===== config.mk =====
export PLATFORM = sky130hd
export DESIGN_NAME = bram_program_loader
export DESIGN_NICKNAME = d
export VERILOG_FILES = /design/src/rtl/bram_program_loader.sv
export SDC_FILE = /design/constraint.sdc
export NUM_CORES = 1
export LEC_CHECK = 0
export CAP_MARGIN = 20
export CORE_MARGIN = 2
export CORE_UTILIZATION = 49
export DETAILED_ROUTE_END_ITERATION = 8
export GPL_TIMING_DRIVEN = 0
export PLACE_DENSITY_LB_ADDON = 0.25
export SLEW_MARGIN = 20
export SYNTH_ARGS = -nofsm -noshare
export SYNTH_HDL_FRONTEND = slang
export SYNTH_SLANG_ARGS = --single-unit
export TNS_END_PERCENT = 30

===== constraint.sdc =====
create_clock -name I_CLK -period 6.8 [get_ports I_CLK]
set_input_delay 1.36 -clock I_CLK [delete_from_list [all_inputs] [get_ports I_CLK]]
set_output_delay 1.36 -clock I_CLK [all_outputs]
set_load 0.02 [all_outputs]

===== src/rtl/bram_program_loader.sv =====
// bram_program_loader
// Receives a framed program image as a big-endian byte stream
// (16-bit word count, that many 16-bit words, 16-bit checksum) and writes
// the words into BRAM port B from address 0 upward. The CPU is held
// disabled from the start of a load until a load finishes with a good
// checksum.
module bram_program_loader #(
    parameter int P_DATA_WIDTH    = 16,
    parameter int P_ADDRESS_WIDTH = 10
) (
    input  logic                       I_CLK,
    input  logic                       I_NRESET,
    input  logic                       I_START,
    input  logic                       I_BYTE_VALID,
    input  logic [7:0]                 I_BYTE,
    output logic                       O_BYTE_READY,
    output logic                       O_BRAM_WRITE_ENABLE_B,
    output logic [P_ADDRESS_WIDTH-1:0] O_BRAM_ADDRESS_B,
    output logic [P_DATA_WIDTH-1:0]    O_BRAM_DATA_B,
    output logic                       O_CPU_ENABLE,
    output logic                       O_BUSY,
    output logic                       O_DONE,
    output logic [1:0]                 O_ERROR
);

    // Largest word count the BRAM can hold.
    localparam int unsigned C_CAPACITY = 2 ** P_ADDRESS_WIDTH;
    // Remaining-count value meaning "this write is the last one".
    localparam logic [P_ADDRESS_WIDTH:0] C_COUNT_LAST = (P_ADDRESS_WIDTH + 1)'(1);

    localparam logic [1:0] C_ERR_NONE     = 2'b00;
    localparam logic [1:0] C_ERR_OVERFLOW = 2'b01;
    localparam logic [1:0] C_ERR_CHECKSUM = 2'b10;

    typedef enum logic [3:0] {
        S_IDLE    = 4'd0,
        S_LEN_HI  = 4'd1,
        S_LEN_LO  = 4'd2,
        S_DATA_HI = 4'd3,
        S_DATA_LO = 4'd4,
        S_WRITE   = 4'd5,
        S_SUM_HI  = 4'd6,
        S_SUM_LO  = 4'd7,
        S_DONE    = 4'd8,
        S_ERROR   = 4'd9
    } state_t;

    // Running checksum: plain 16-bit wrap-around addition.
    function automatic logic [P_DATA_WIDTH-1:0] f_sum_add(
        input logic [P_DATA_WIDTH-1:0] acc,
        input logic [P_DATA_WIDTH-1:0] word
    );
        return acc + word;
    endfunction

    state_t                     state_r;
    state_t                     state_next_s;

    logic [7:0]                 len_hi_r;
    logic [7:0]                 data_hi_r;
    logic [7:0]                 sum_hi_r;
    logic [P_DATA_WIDTH-1:0]    word_r;
    logic [P_DATA_WIDTH-1:0]    sum_r;
    logic [P_ADDRESS_WIDTH-1:0] addr_r;
    logic [P_ADDRESS_WIDTH:0]   count_r;
    logic [1:0]                 error_r;

    logic                       byte_ready_r;
    logic                       bram_we_r;
    logic                       cpu_enable_r;
    logic                       busy_r;
    logic                       done_r;

    logic                       byte_ready_next_s;
    logic                       bram_we_next_s;
    logic                       cpu_enable_next_s;
    logic                       busy_next_s;
    logic                       done_next_s;

    logic                       xfer_s;
    logic [15:0]                len_word_s;
    logic [15:0]                rx_sum_s;
    logic                       len_overflow_s;
    logic                       len_zero_s;
    logic                       sum_match_s;
    logic                       start_ok_s;

    // Handshake and decoded views of the byte currently on the input.
    always_comb begin
        xfer_s         = I_BYTE_VALID && byte_ready_r;
        len_word_s     = {len_hi_r, I_BYTE};
        rx_sum_s       = {sum_hi_r, I_BYTE};
        len_overflow_s = 32'(len_word_s) > C_CAPACITY;
        len_zero_s     = (len_word_s == 16'd0);
        sum_match_s    = (rx_sum_s == sum_r);
        start_ok_s     = I_START && ((state_r == S_IDLE) || (state_r == S_DONE) ||
                                     (state_r == S_ERROR));
    end

    // State register.
    always_ff @(posedge I_CLK) begin
        if (!I_NRESET) begin
            state_r <= S_IDLE;
        end else begin
            state_r <= state_next_s;
        end
    end

    // Next-state logic: byte states advance only on a completed transfer.
    always_comb begin
        state_next_s = state_r;
        case (state_r)
            S_IDLE, S_DONE, S_ERROR: begin
                if (I_START) begin
                    state_next_s = S_LEN_HI;
                end else begin
                    state_next_s = state_r;
                end
            end
            S_LEN_HI: begin
                if (xfer_s) begin
                    state_next_s = S_LEN_LO;
                end else begin
                    state_next_s = state_r;
                end
            end
            S_LEN_LO: begin
                if (!xfer_s) begin
                    state_next_s = state_r;
                end else if (len_overflow_s) begin
                    state_next_s = S_ERROR;
                end else if (len_zero_s) begin
                    state_next_s = S_SUM_HI;
                end else begin
                    state_next_s = S_DATA_HI;
                end
            end
            S_DATA_HI: begin
                if (xfer_s) begin
                    state_next_s = S_DATA_LO;
                end else begin
                    state_next_s = state_r;
                end
            end
            S_DATA_LO: begin
                if (xfer_s) begin
                    state_next_s = S_WRITE;
                end else begin
                    state_next_s = state_r;
                end
            end
            S_WRITE: begin
                if (count_r == C_COUNT_LAST) begin
                    state_next_s = S_SUM_HI;
                end else begin
                    state_next_s = S_DATA_HI;
                end
            end
            S_SUM_HI: begin
                if (xfer_s) begin
                    state_next_s = S_SUM_LO;
                end else begin
                    state_next_s = state_r;
                end
            end
            S_SUM_LO: begin
                if (!xfer_s) begin
                    state_next_s = state_r;
                end else if (sum_match_s) begin
                    state_next_s = S_DONE;
                end else begin
                    state_next_s = S_ERROR;
                end
            end
            default: begin
                state_next_s = S_IDLE;
            end
        endcase
    end

    // Output decode from the upcoming state so the flops below present
    // each state's outputs during that state.
    always_comb begin
        byte_ready_next_s = 1'b0;
        bram_we_next_s    = 1'b0;
        cpu_enable_next_s = 1'b0;
        busy_next_s       = 1'b1;
        done_next_s       = 1'b0;
        case (state_next_s)
            S_IDLE: begin
                cpu_enable_next_s = 1'b1;
                busy_next_s       = 1'b0;
            end
            S_DONE: begin
                cpu_enable_next_s = 1'b1;
                busy_next_s       = 1'b0;
                done_next_s       = 1'b1;
            end
            S_ERROR: begin
                busy_next_s = 1'b0;
            end
            S_LEN_HI, S_LEN_LO, S_DATA_HI, S_DATA_LO, S_SUM_HI, S_SUM_LO: begin
                byte_ready_next_s = 1'b1;
            end
            S_WRITE: begin
                bram_we_next_s = 1'b1;
            end
            default: begin
                busy_next_s = 1'b0;
            end
        endcase
    end

    // Output registers; after reset the CPU runs the preloaded image.
    always_ff @(posedge I_CLK) begin
        if (!I_NRESET) begin
            byte_ready_r <= 1'b0;
            bram_we_r    <= 1'b0;
            cpu_enable_r <= 1'b1;
            busy_r       <= 1'b0;
            done_r       <= 1'b0;
        end else begin
            byte_ready_r <= byte_ready_next_s;
            bram_we_r    <= bram_we_next_s;
            cpu_enable_r <= cpu_enable_next_s;
            busy_r       <= busy_next_s;
            done_r       <= done_next_s;
        end
    end

    // Datapath: byte capture, word assembly, address/count and checksum.
    always_ff @(posedge I_CLK) begin
        if (!I_NRESET) begin
            len_hi_r  <= 8'd0;
            data_hi_r <= 8'd0;
            sum_hi_r  <= 8'd0;
            word_r    <= '0;
            sum_r     <= '0;
            addr_r    <= '0;
            count_r   <= '0;
            error_r   <= C_ERR_NONE;
        end else begin
            case (state_r)
                S_IDLE, S_DONE, S_ERROR: begin
                    if (start_ok_s) begin
                        addr_r  <= '0;
                        sum_r   <= '0;
                        error_r <= C_ERR_NONE;
                    end
                end
                S_LEN_HI: begin
                    if (xfer_s) begin
                        len_hi_r <= I_BYTE;
                    end
                end
                S_LEN_LO: begin
                    if (xfer_s) begin
                        // Only meaningful when the length fits; unused otherwise.
                        count_r <= len_word_s[P_ADDRESS_WIDTH:0];
                        if (len_overflow_s) begin
                            error_r <= C_ERR_OVERFLOW;
                        end
                    end
                end
                S_DATA_HI: begin
                    if (xfer_s) begin
                        data_hi_r <= I_BYTE;
                    end
                end
                S_DATA_LO: begin
                    if (xfer_s) begin
                        word_r <= {data_hi_r, I_BYTE};
                    end
                end
                S_WRITE: begin
                    sum_r   <= f_sum_add(sum_r, word_r);
                    addr_r  <= addr_r + P_ADDRESS_WIDTH'(1);
                    count_r <= count_r - (P_ADDRESS_WIDTH + 1)'(1);
                end
                S_SUM_HI: begin
                    if (xfer_s) begin
                        sum_hi_r <= I_BYTE;
                    end
                end
                S_SUM_LO: begin
                    if (xfer_s && !sum_match_s) begin
                        error_r <= C_ERR_CHECKSUM;
                    end
                end
                default: begin
                    error_r <= error_r;
                end
            endcase
        end
    end

    assign O_BYTE_READY          = byte_ready_r;
    assign O_BRAM_WRITE_ENABLE_B = bram_we_r;
    assign O_BRAM_ADDRESS_B      = addr_r;
    assign O_BRAM_DATA_B         = word_r;
    assign O_CPU_ENABLE          = cpu_enable_r;
    assign O_BUSY                = busy_r;
    assign O_DONE                = done_r;
    assign O_ERROR               = error_r;

endmodule

Word-level counts from Yosys, hierarchy flattened
Cells that the tools add are included.

Bits in registers: 88. Word-level logic and storage cells: 92.

Reduce and logical (&&, ||, !) cells: 23. Equal/unequal tests: 23. Add/sub/neg operators: 3. Mux-type cells: 28. Magnitude comparators: 1.

Operator list (number): == test 4 x 3 -> 1 bit, second input constant (8); 2-to-1 mux 4 bit (8); case mux 16 bit (2 select lines) (1); case mux 4 bit (8 select lines) (1); case mux 11 bit (2 select lines) (1); case mux 10 bit (2 select lines) (1); adder 16 bit (1); == test 16 bit (1); == test 4 x 2 -> 1 bit, second input constant (4); > comparator 16 x 11 -> 1 bit, second input constant (1); zero test 16 bit (1); 2-to-1 mux 16 bit (1); == test 4 bit, second input constant (3); AND reduction 2 bit (6); == test 11 x 1 -> 1 bit, second input constant (1); 2-to-1 mux 11 bit (1); subtractor 11 x 1 -> 11 bit, second input constant (1); adder 10 x 1 -> 10 bit, second input constant (1); 2-to-1 mux 10 bit (1); == test 4 x 1 -> 1 bit, second input constant (2); zero test 4 bit (2); 2-to-1 mux 2 bit (4); inequality test 2 bit, second input constant (4); OR reduction 7 bit (1); other kinds (12) (22).

Logic depth before layout (Yosys ltp)
Gate-level depths: netlist of run 1.

Depth after elaboration: 8. Gate-level depth with buffers: 10. Mapped depth without buffers: 9.

Least setup slack after synthesis of run 1
No wires, ideal clock.

Kind: input to register. From: input port I_BYTE[5]. To: register word_r[10], in the netlist O_BRAM_DATA_B[10]. Data required time: 6682 ps. Slack: 3718 ps. Stages: 10. Setup time: 118 ps. Arrival: 2964 ps. Cells stage by stage: buf_4 > nor4_4 > nand3_2 > o31ai_1 > o311a_2 > o211ai_4 > and3b_1 > buf_6 > buf_12 > mux2i_1.

RTL lines: start: declaration (line 15) `input logic [7:0] I_BYTE,`; end signal: assignment (line 272) `word_r <= {data_hi_r, I_BYTE};`; end: declaration (line 62) `logic [P_DATA_WIDTH-1:0] word_r;`.

Final worst setup path of run 1
From: input port I_BYTE_VALID. To: register word_r[6], in the netlist O_BRAM_DATA_B[6].

Longest elaborated chain between the ends: 2.

Ends and longest elaborated chain: start: declaration (line 14) `input logic I_BYTE_VALID,`; logical AND 1 bit (line 90) `xfer_s = I_BYTE_VALID && byte_ready_r;`; AND reduction 2 bit (no source line).

Every way passes these cells. A chain may end at the register's enable or synchronous reset.

==> results of run 1 <==
worst reg2reg max path, cell delays in order, from the launching register on:
cell and delay (ns):
sky130_fd_sc_hd__dfxtp_1 0.34, sky130_fd_sc_hd__ha_1 0.24, sky130_fd_sc_hd__fa_1 0.41, sky130_fd_sc_hd__a21o_1 0.17, sky130_fd_sc_hd__a21o_1 0.20, sky130_fd_sc_hd__a211oi_1 0.34
sky130_fd_sc_hd__o21ai_0 0.30, sky130_fd_sc_hd__a311oi_1 0.38, sky130_fd_sc_hd__xor2_1 0.17, sky130_fd_sc_hd__o21ai_0 0.08
area by class of cell:
| class | instances | area [um^2] | share of cell area, % |
|---|---|---|---|
| multi-input combinational | 423 | 2860 | 51.2 |
| clock inverter | 7 | 124 | 2.21 |
| sequential | 88 | 1760 | 31.5 |
| clock buffer | 9 | 124 | 2.21 |
| buffer | 34 | 180 | 3.22 |
| tap | 133 | 166 | 2.97 |
| inverter | 7 | 26.3 | 0.470 |
| timing repair buffer | 35 | 350 | 6.26 |
final timing paths:
| kind | startpoint | to | cells after the start |
|---|---|---|---|
| hold reg to reg | data_hi_r[4] | O_BRAM_DATA_B[12] | 2 |
| setup reg to reg | O_BRAM_DATA_B[0] | sum_r[14] | 9 |
| setup / recovery | I_BYTE_VALID | O_BRAM_DATA_B[6] | 11 |
| hold / removal | data_hi_r[4] | O_BRAM_DATA_B[12] | 2 |
registers in the layout, indices dropped and copies added (netlist names):
register               cells
sum_r                     16
O_BRAM_WRITE_ENABLE_B      1
O_BUSY                     1
state_r                    4
data_hi_r                  8
O_CPU_ENABLE               1
O_BRAM_DATA_B             16
O_BYTE_READY               1
O_BRAM_ADDRESS_B          10
sum_hi_r                   8
O_DONE                     1
len_hi_r                   8
O_ERROR                    2
count_r                   11
cells in the final DEF, fill, tap and decap left out, types with 7 or more instances in the layout:
cell,Yosys,routed
sky130_fd_sc_hd__clkdlybuf4s50_1,0,35
sky130_fd_sc_hd__o21ai_0,21,21
sky130_fd_sc_hd__clkbuf_8,0,9
sky130_fd_sc_hd__nand3_1,26,26
sky130_fd_sc_hd__nor2b_1,28,28
sky130_fd_sc_hd__dfxtp_1,88,88
sky130_fd_sc_hd__nor3_1,11,11
sky130_fd_sc_hd__and2_1,18,18
sky130_fd_sc_hd__nand2_1,64,64
sky130_fd_sc_hd__nand2b_1,9,9
sky130_fd_sc_hd__a21oi_1,24,24
sky130_fd_sc_hd__nor4_1,9,9
sky130_fd_sc_hd__clkbuf_1,22,22
sky130_fd_sc_hd__nor2_1,30,30
sky130_fd_sc_hd__a21boi_0,12,12
sky130_fd_sc_hd__mux2i_1,46,46
sky130_fd_sc_hd__xor2_1,20,20
sky130_fd_sc_hd__inv_1,7,7
sky130_fd_sc_hd__ha_1,18,18
kinds of logic after synthesis:
| family | Yosys count | share of synthesized area (%) |
|---|---|---|
| compound gates | 109 | 15.3 |
| xor+xnor | 25 | 4.53 |
| fa+ha+maj | 19 | 5.08 |
| buf+inv | 41 | 4.27 |
| flops | 88 | 36.5 |
| mux | 46 | 9.53 |
| simple gates | 224 | 24.8 |
metrics by stage:
stage | util, % | std cells
CTS | 57.8 | 736
finish | 57.8 | 736
global placement | 55.2 | 720
detailed placement | 55.2 | 720
floorplan | - | 552
global route | 57.8 | 736
power breakdown:
group          switching, mW  total [mW]  internal (mW)
Sequential           0.00326       0.523          0.520
Combinational         0.0522      0.0816         0.0294
Clock                  0.208       0.456          0.248
routing by layer:
layer	track usage, %	vias up	share of wire [%]
met2	38.1	108	46
met5	0	-	0
li1	-	2056	-
met3	4.37	30	4.1
met1	31.8	1976	47
met4	10.6	0	3.2
==> impl_metrics.json, run 1 <==
{
  "outcome": "completed",
  "fin_area_um2": 5600,
  "num_io_pins": 45,
  "fill_cells": 859,
  "power_density_nw_per_um2": 190,
  "ys_async_sr_fraction_pct": 0,
  "p_total_mw": 1.06,
  "cts_root_buffer": "sky130_fd_sc_hd__clkbuf_8",
  "critical_path_arrival_ns": 3.60,
  "antenna_found_initial": 0,
  "cp_top_family": "buffers and inverters",
  "post_synthesis_instance_total": 552,
  "fin_hold_ws_ns": 0.476,
  "synth.yosys.seq_area_share_pct": 36.5,
  "worst_ep_required_time_ns": 7.06,
  "first_iter_violations": 208,
  "synth.largest_area_cell": "sky130_fd_sc_hd__dfxtp_1",
  "worst_slew_pin_slew_ns": 0.912,
  "synth.distinct_cells": 66,
  "dp_hpwl_um": 8920,
  "synth_warnings": 0,
  "h-tree-depth": 3,
  "post_synth_main_area_contributors": "sky130_fd_sc_hd__dfxtp_1 36%, sky130_fd_sc_hd__mux2i_1 9.5%, sky130_fd_sc_hd__nand2_1 5.0%, sky130_fd_sc_hd__ha_1 4.7%, sky130_fd_sc_hd__nor2b_1 3.6%",
  "totalNegativeSetupSlack_ns": 0,
  "numPortBuffers": 35,
  "first_global_vias": 3899,
  "post_cts.resized_instances": 0,
  "mappedNetlistArea_um2": 4830,
  "critical_path.slowest_cell": "sky130_fd_sc_hd__clkdlybuf4s50_1",
  "postPlaceCellArea_um2": 5350,
  "timing.critical_path.fanout_max": 10,
  "flop_and_latch_count_out_of_synthesis": 88,
  "min_path_type": "reg2reg",
  "maximum_clock_skew_at_final_layout_ns": 0.0164,
  "grtUsageTotal_pct": 24.0,
  "path_buf_inv": 4,
  "synth.most_common_cell": "sky130_fd_sc_hd__dfxtp_1",
  "clock_sink_count": 88,
  "finalMaxSlewViolations": 0,
  "std_cell_rows": 36,
  "synth_top_area_share_pct": 36.5,
  "detailedRoute.firstPassIterationCount": 4,
  "synth_enable_flop_cells": 0,
  "synthToLayoutAreaGrowth_pct": 15.8,
  "synth_ff_type": "sky130_fd_sc_hd__dfxtp_1",
  "irDropWorstVdd_mv": 0.120,
  "detail_route.wl_per_cell_um": 16.7,
  "finalCritPeriodShare_pct": 49.2,
  "finalCriticalPeriod_ns": 3.35,
  "post_synth.cell_area_avg_um2": 8.75,
  "setup.worst_path.end_class": "flop",
  "timing.critical_path.cells": "clkdlybuf4s50_1, and2_1, clkbuf_1, o21a_1, nor2_1, a311oi_1, o31a_2, and3b_1, buf_6, buf_12, mux2i_1",
  "tritoncts": "done",
  "grt_overflow": 0,
  "drive_gt1_share_pct": 6.63,
  "antennaDiodeCount": 0,
  "maxCapViolations": 0,
  "power_leakage_nw": 2.12,
  "startpoint_to_endpoint_class_of_the_critical_path": "in2reg",
  "fin_ws_ns": 3.45,
  "die_x_um": 103,
  "syn_nets": 583,
  "initial_utilization_pct": 49.9,
  "worstSkewPairLatency_ns": 0.37,
  "wl_um": 12300,
  "netlist_top_cells_count": "88 x sky130_fd_sc_hd__dfxtp_1, 64 x sky130_fd_sc_hd__nand2_1, 46 x sky130_fd_sc_hd__mux2i_1",
  "antenna_violating_nets_post_route": 0,
  "timing.fmax_mhz": 299,
  "gp_congestion": 0.958,
  "setup_viol": 0,
  "post_drt_via_cell_ratio": 5.67,
  "cts.repair_timing.setup_buffer_count": 0,
  "first_pass_grt_wire_length_um": 19500,
  "post-route-drc-count": 0,
  "finalHoldViolations": 0,
  "pin_count_of_the_biggest_net_entering_global_routing": 17,
  "cpPeakStageDelay_ns": 0.50,
  "critPathLaunchType": "input port",
  "detailroute.via_count": 4170,
  "cts-buffers-inserted": 9,
  "clock_path_buffers": 2,
  "setup.reg_to_reg.worst_slack_ns": 4.04,
  "grt_setup_unrepaired": "false",
  "slew_limit_headroom_pct": 38.9,
  "holdBufCountCts": 0,
  "final_nets": 629,
  "dpl_worst_slack_ns": 3.10,
  "die_area_um2": 10700,
  "core_area_um2": 9680,
  "clkTransAtPathRegs_ns": 0.09,
  "die_height_um": 103
}
No activity file was read; power rests on OpenSTA's default activity.
==> inputs of run 2 (changes only) <==
Clock period 6.8 ns to 3.3 ns, I/O delays scaled along.
==> results of run 2 <==
The final DEF is identical to that of run 1. Status: completed.
Main changes from that run: setup slack after placement 3.10 ns -> 0.298 ns; clock-pin slew on the worst setup and hold paths 0.09 ns -> 0.10 ns; setup slack after layout 3.45 ns -> 0.539 ns; start point of the critical path I_BYTE_VALID -> O_BRAM_DATA_B[0]; end point of the critical path O_BRAM_DATA_B[6] -> sum_r[14]; register-to-register setup slack 4.04 ns -> 0.54 ns; total power 1.06 mW -> 2.19 mW; worst IR drop on VDD 0.120 mV -> 0.247 mV
==> inputs of run 3 (changes only) <==
Clock period 3.3 ns to 2.45 ns, I/O delays scaled along.
==> impl_metrics.json, run 3 (same netlist as run 1, synthesis figures left out) <==
{
  "detail_route.wl_per_cell_um": 16.8,
  "postPlaceCellArea_um2": 5350,
  "finalCritPeriodShare_pct": 96.9,
  "dpl_worst_slack_ns": -0.382,
  "antenna_found_initial": 0,
  "post-route-drc-count": 0,
  "fin_area_um2": 5690,
  "multi_input_area_um2": 2920,
  "cp_top_family": "simple AND/OR/NAND/NOR gates",
  "timing.fmax_mhz": 421,
  "r2r.worst_path.cells": 10,
  "first_global_vias": 3910,
  "path_buf_inv": 3,
  "worstSkewPairLatency_ns": 0.37,
  "holdBufCountCts": 0,
  "first_pass_grt_wire_length_um": 19600,
  "timing.critical_path.cells": "buf_2, nor2b_1, nand2_1, nor2_2, o21ai_2, o211ai_4, and3b_1, buf_6, buf_12, mux2i_1",
  "gp_congestion": 0.958,
  "antenna_violating_nets_post_route": 0,
  "fill_cells": 854,
  "setup.reg_to_reg.worst_slack_ns": 0.07,
  "power.sequential.fraction_pct": 49.3,
  "setup.worst_path.end_class": "flop",
  "utilization_of_the_core_after_routing_pct": 58.7,
  "grt_overflow": 0,
  "comb_power_share_pct": 7.8,
  "finalCriticalPeriod_ns": 2.38,
  "die_x_um": 103,
  "maxCapViolations": 0,
  "pin_count_of_the_biggest_net_entering_global_routing": 17,
  "detailroute.via_count": 4214,
  "netSwitchingPower_mw": 0.731,
  "outcome": "completed",
  "dp_hpwl_um": 8920,
  "met1_usage_pct": 31.8,
  "min_path_type": "in2reg",
  "power_leakage_nw": 2.14,
  "power_density_nw_per_um2": 518,
  "setup_viol": 0,
  "min_from": "I_BYTE[0]",
  "cts_root_buffer": "sky130_fd_sc_hd__clkbuf_8",
  "core_area_um2": 9680,
  "critical_path_cell_count": 10,
  "grtUsageTotal_pct": 24.0,
  "finalMaxSlewViolations": 0,
  "post_drt_via_cell_ratio": 5.70,
  "antennaDiodeCount": 0,
  "internal_power_mw": 2.21,
  "cpPeakStageDelay_ns": 0.41,
  "h-tree-depth": 3,
  "fin_ws_ns": 0.0749,
  "clock_sink_count": 88,
  "switching_share_pct": 24.8,
  "timing.critical_path.fanout_max": 10,
  "clkTransAtPathRegs_ns": 0.10,
  "worst_slew_pin_slew_ns": 0.926,
  "reg2reg_to": "O_BRAM_DATA_B[6]",
  "initial_utilization_pct": 49.9,
  "detailedRoute.firstPassIterationCount": 5,
  "final_cell_mix": "84 x sky130_fd_sc_hd__dfxtp_1, 64 x sky130_fd_sc_hd__nand2_1, 46 x sky130_fd_sc_hd__mux2i_1",
  "hold_depth": 3,
  "worstReg2RegStart": "state_r[0]",
  "worst_ep_required_time_ns": 2.75,
  "tritoncts": "done",
  "layout_commonest_cell": "sky130_fd_sc_hd__dfxtp_1",
  "wl_um": 12500,
  "totalNegativeSetupSlack_ns": 0,
  "std_cell_rows": 36,
  "finalHoldViolations": 0,
  "gr-max-usage-layer": "met2",
  "grt.met3_usage_pct": 4.37,
  "die_area_um2": 10700,
  "critPathLaunchType": "flop",
  "num_io_pins": 45,
  "critical_path_arrival_ns": 2.67,
  "fin_cells": 739,
  "maximum_clock_skew_at_final_layout_ns": 0.0161,
  "sequential_cell_area_um2": 1770,
  "die_height_um": 103,
  "gr-usage-met2_pct": 38.3,
  "whs_endpoint": "O_BRAM_DATA_B[0]",
  "final_nets": 632,
  "clock_path_buffers": 2,
  "slew_limit_headroom_pct": 38.0,
  "cts-buffers-inserted": 9,
  "synthToLayoutAreaGrowth_pct": 17.7,
  "fin_hold_ws_ns": 0.389,
  "irDropWorstVdd_mv": 0.327,
  "p_total_mw": 2.95,
  "power.share.clock_pct": 42.9,
  "first_iter_violations": 174,
  "numPortBuffers": 35,
  "drive_gt1_share_pct": 10.1,
  "critical_path.slowest_cell": "sky130_fd_sc_hd__dfxtp_1",
  "startpoint_to_endpoint_class_of_the_critical_path": "reg2reg",
  "numPlacedInstances": 720,
  "grt_setup_unrepaired": "true"
}
run 3: worst reg2reg max path: cells and delay by family (launching register included):
family	cells	cell delay, ns
compound gates	2	0.25
buf+inv	3	0.57
flops	1	0.41
mux	1	0.19
simple gates	4	0.87
run 3: layer usage:
layer / share of wire, % / routed length, um
met4: 3.4 / 423
met1: 45 / 5660
met3: 4.8 / 597
met5: 0 / 0
met2: 46 / 5770
run 3: final cells by class:
class,instances,area share (%)
Buffer,33,3.15
Multi-Input combinational cell,423,51.3
Clock inverter,7,2.18
Timing Repair Buffer,39,6.69
Tap cell,133,2.93
Sequential cell,88,31.1
Clock buffer,9,2.18
Inverter,7,0.462
run 3: what timing repair did:
action / in CTS / in global routing
endpoints found under the setup margin: 14 / 18
pin swaps: 1 / 5
gates cloned: 0 / 0
buffers inserted: 0 / 4
endpoints found under the hold margin: 0 / 0
resized for setup: 6 / 16
run 3: how the worst max path moves through the flow:
stage	start	to	slack (ns)
final	state_r[0]	O_BRAM_DATA_B[6]	0.07
after global placement	I_BYTE_VALID	O_BRAM_DATA_B[15]	-0.34
after global routing	state_r[0]	O_BRAM_DATA_B[6]	-0.03
after CTS	O_BRAM_DATA_B[0]	sum_r[14]	0.006
after floorplan	O_BRAM_DATA_B[0]	sum_r[14]	0.02
after detailed placement	I_BYTE_VALID	O_BRAM_DATA_B[15]	-0.38
run 3: power groups by stage:
stage                     Sequential [mW]  Combinational, mW  Clock [mW]
after floorplan                      1.49              0.142           0
after global placement               1.49              0.221           0
after detailed placement             1.49              0.223           0
after CTS                            1.45              0.224        1.28
after global routing                 1.45              0.246        1.35
final                                1.45              0.229        1.26
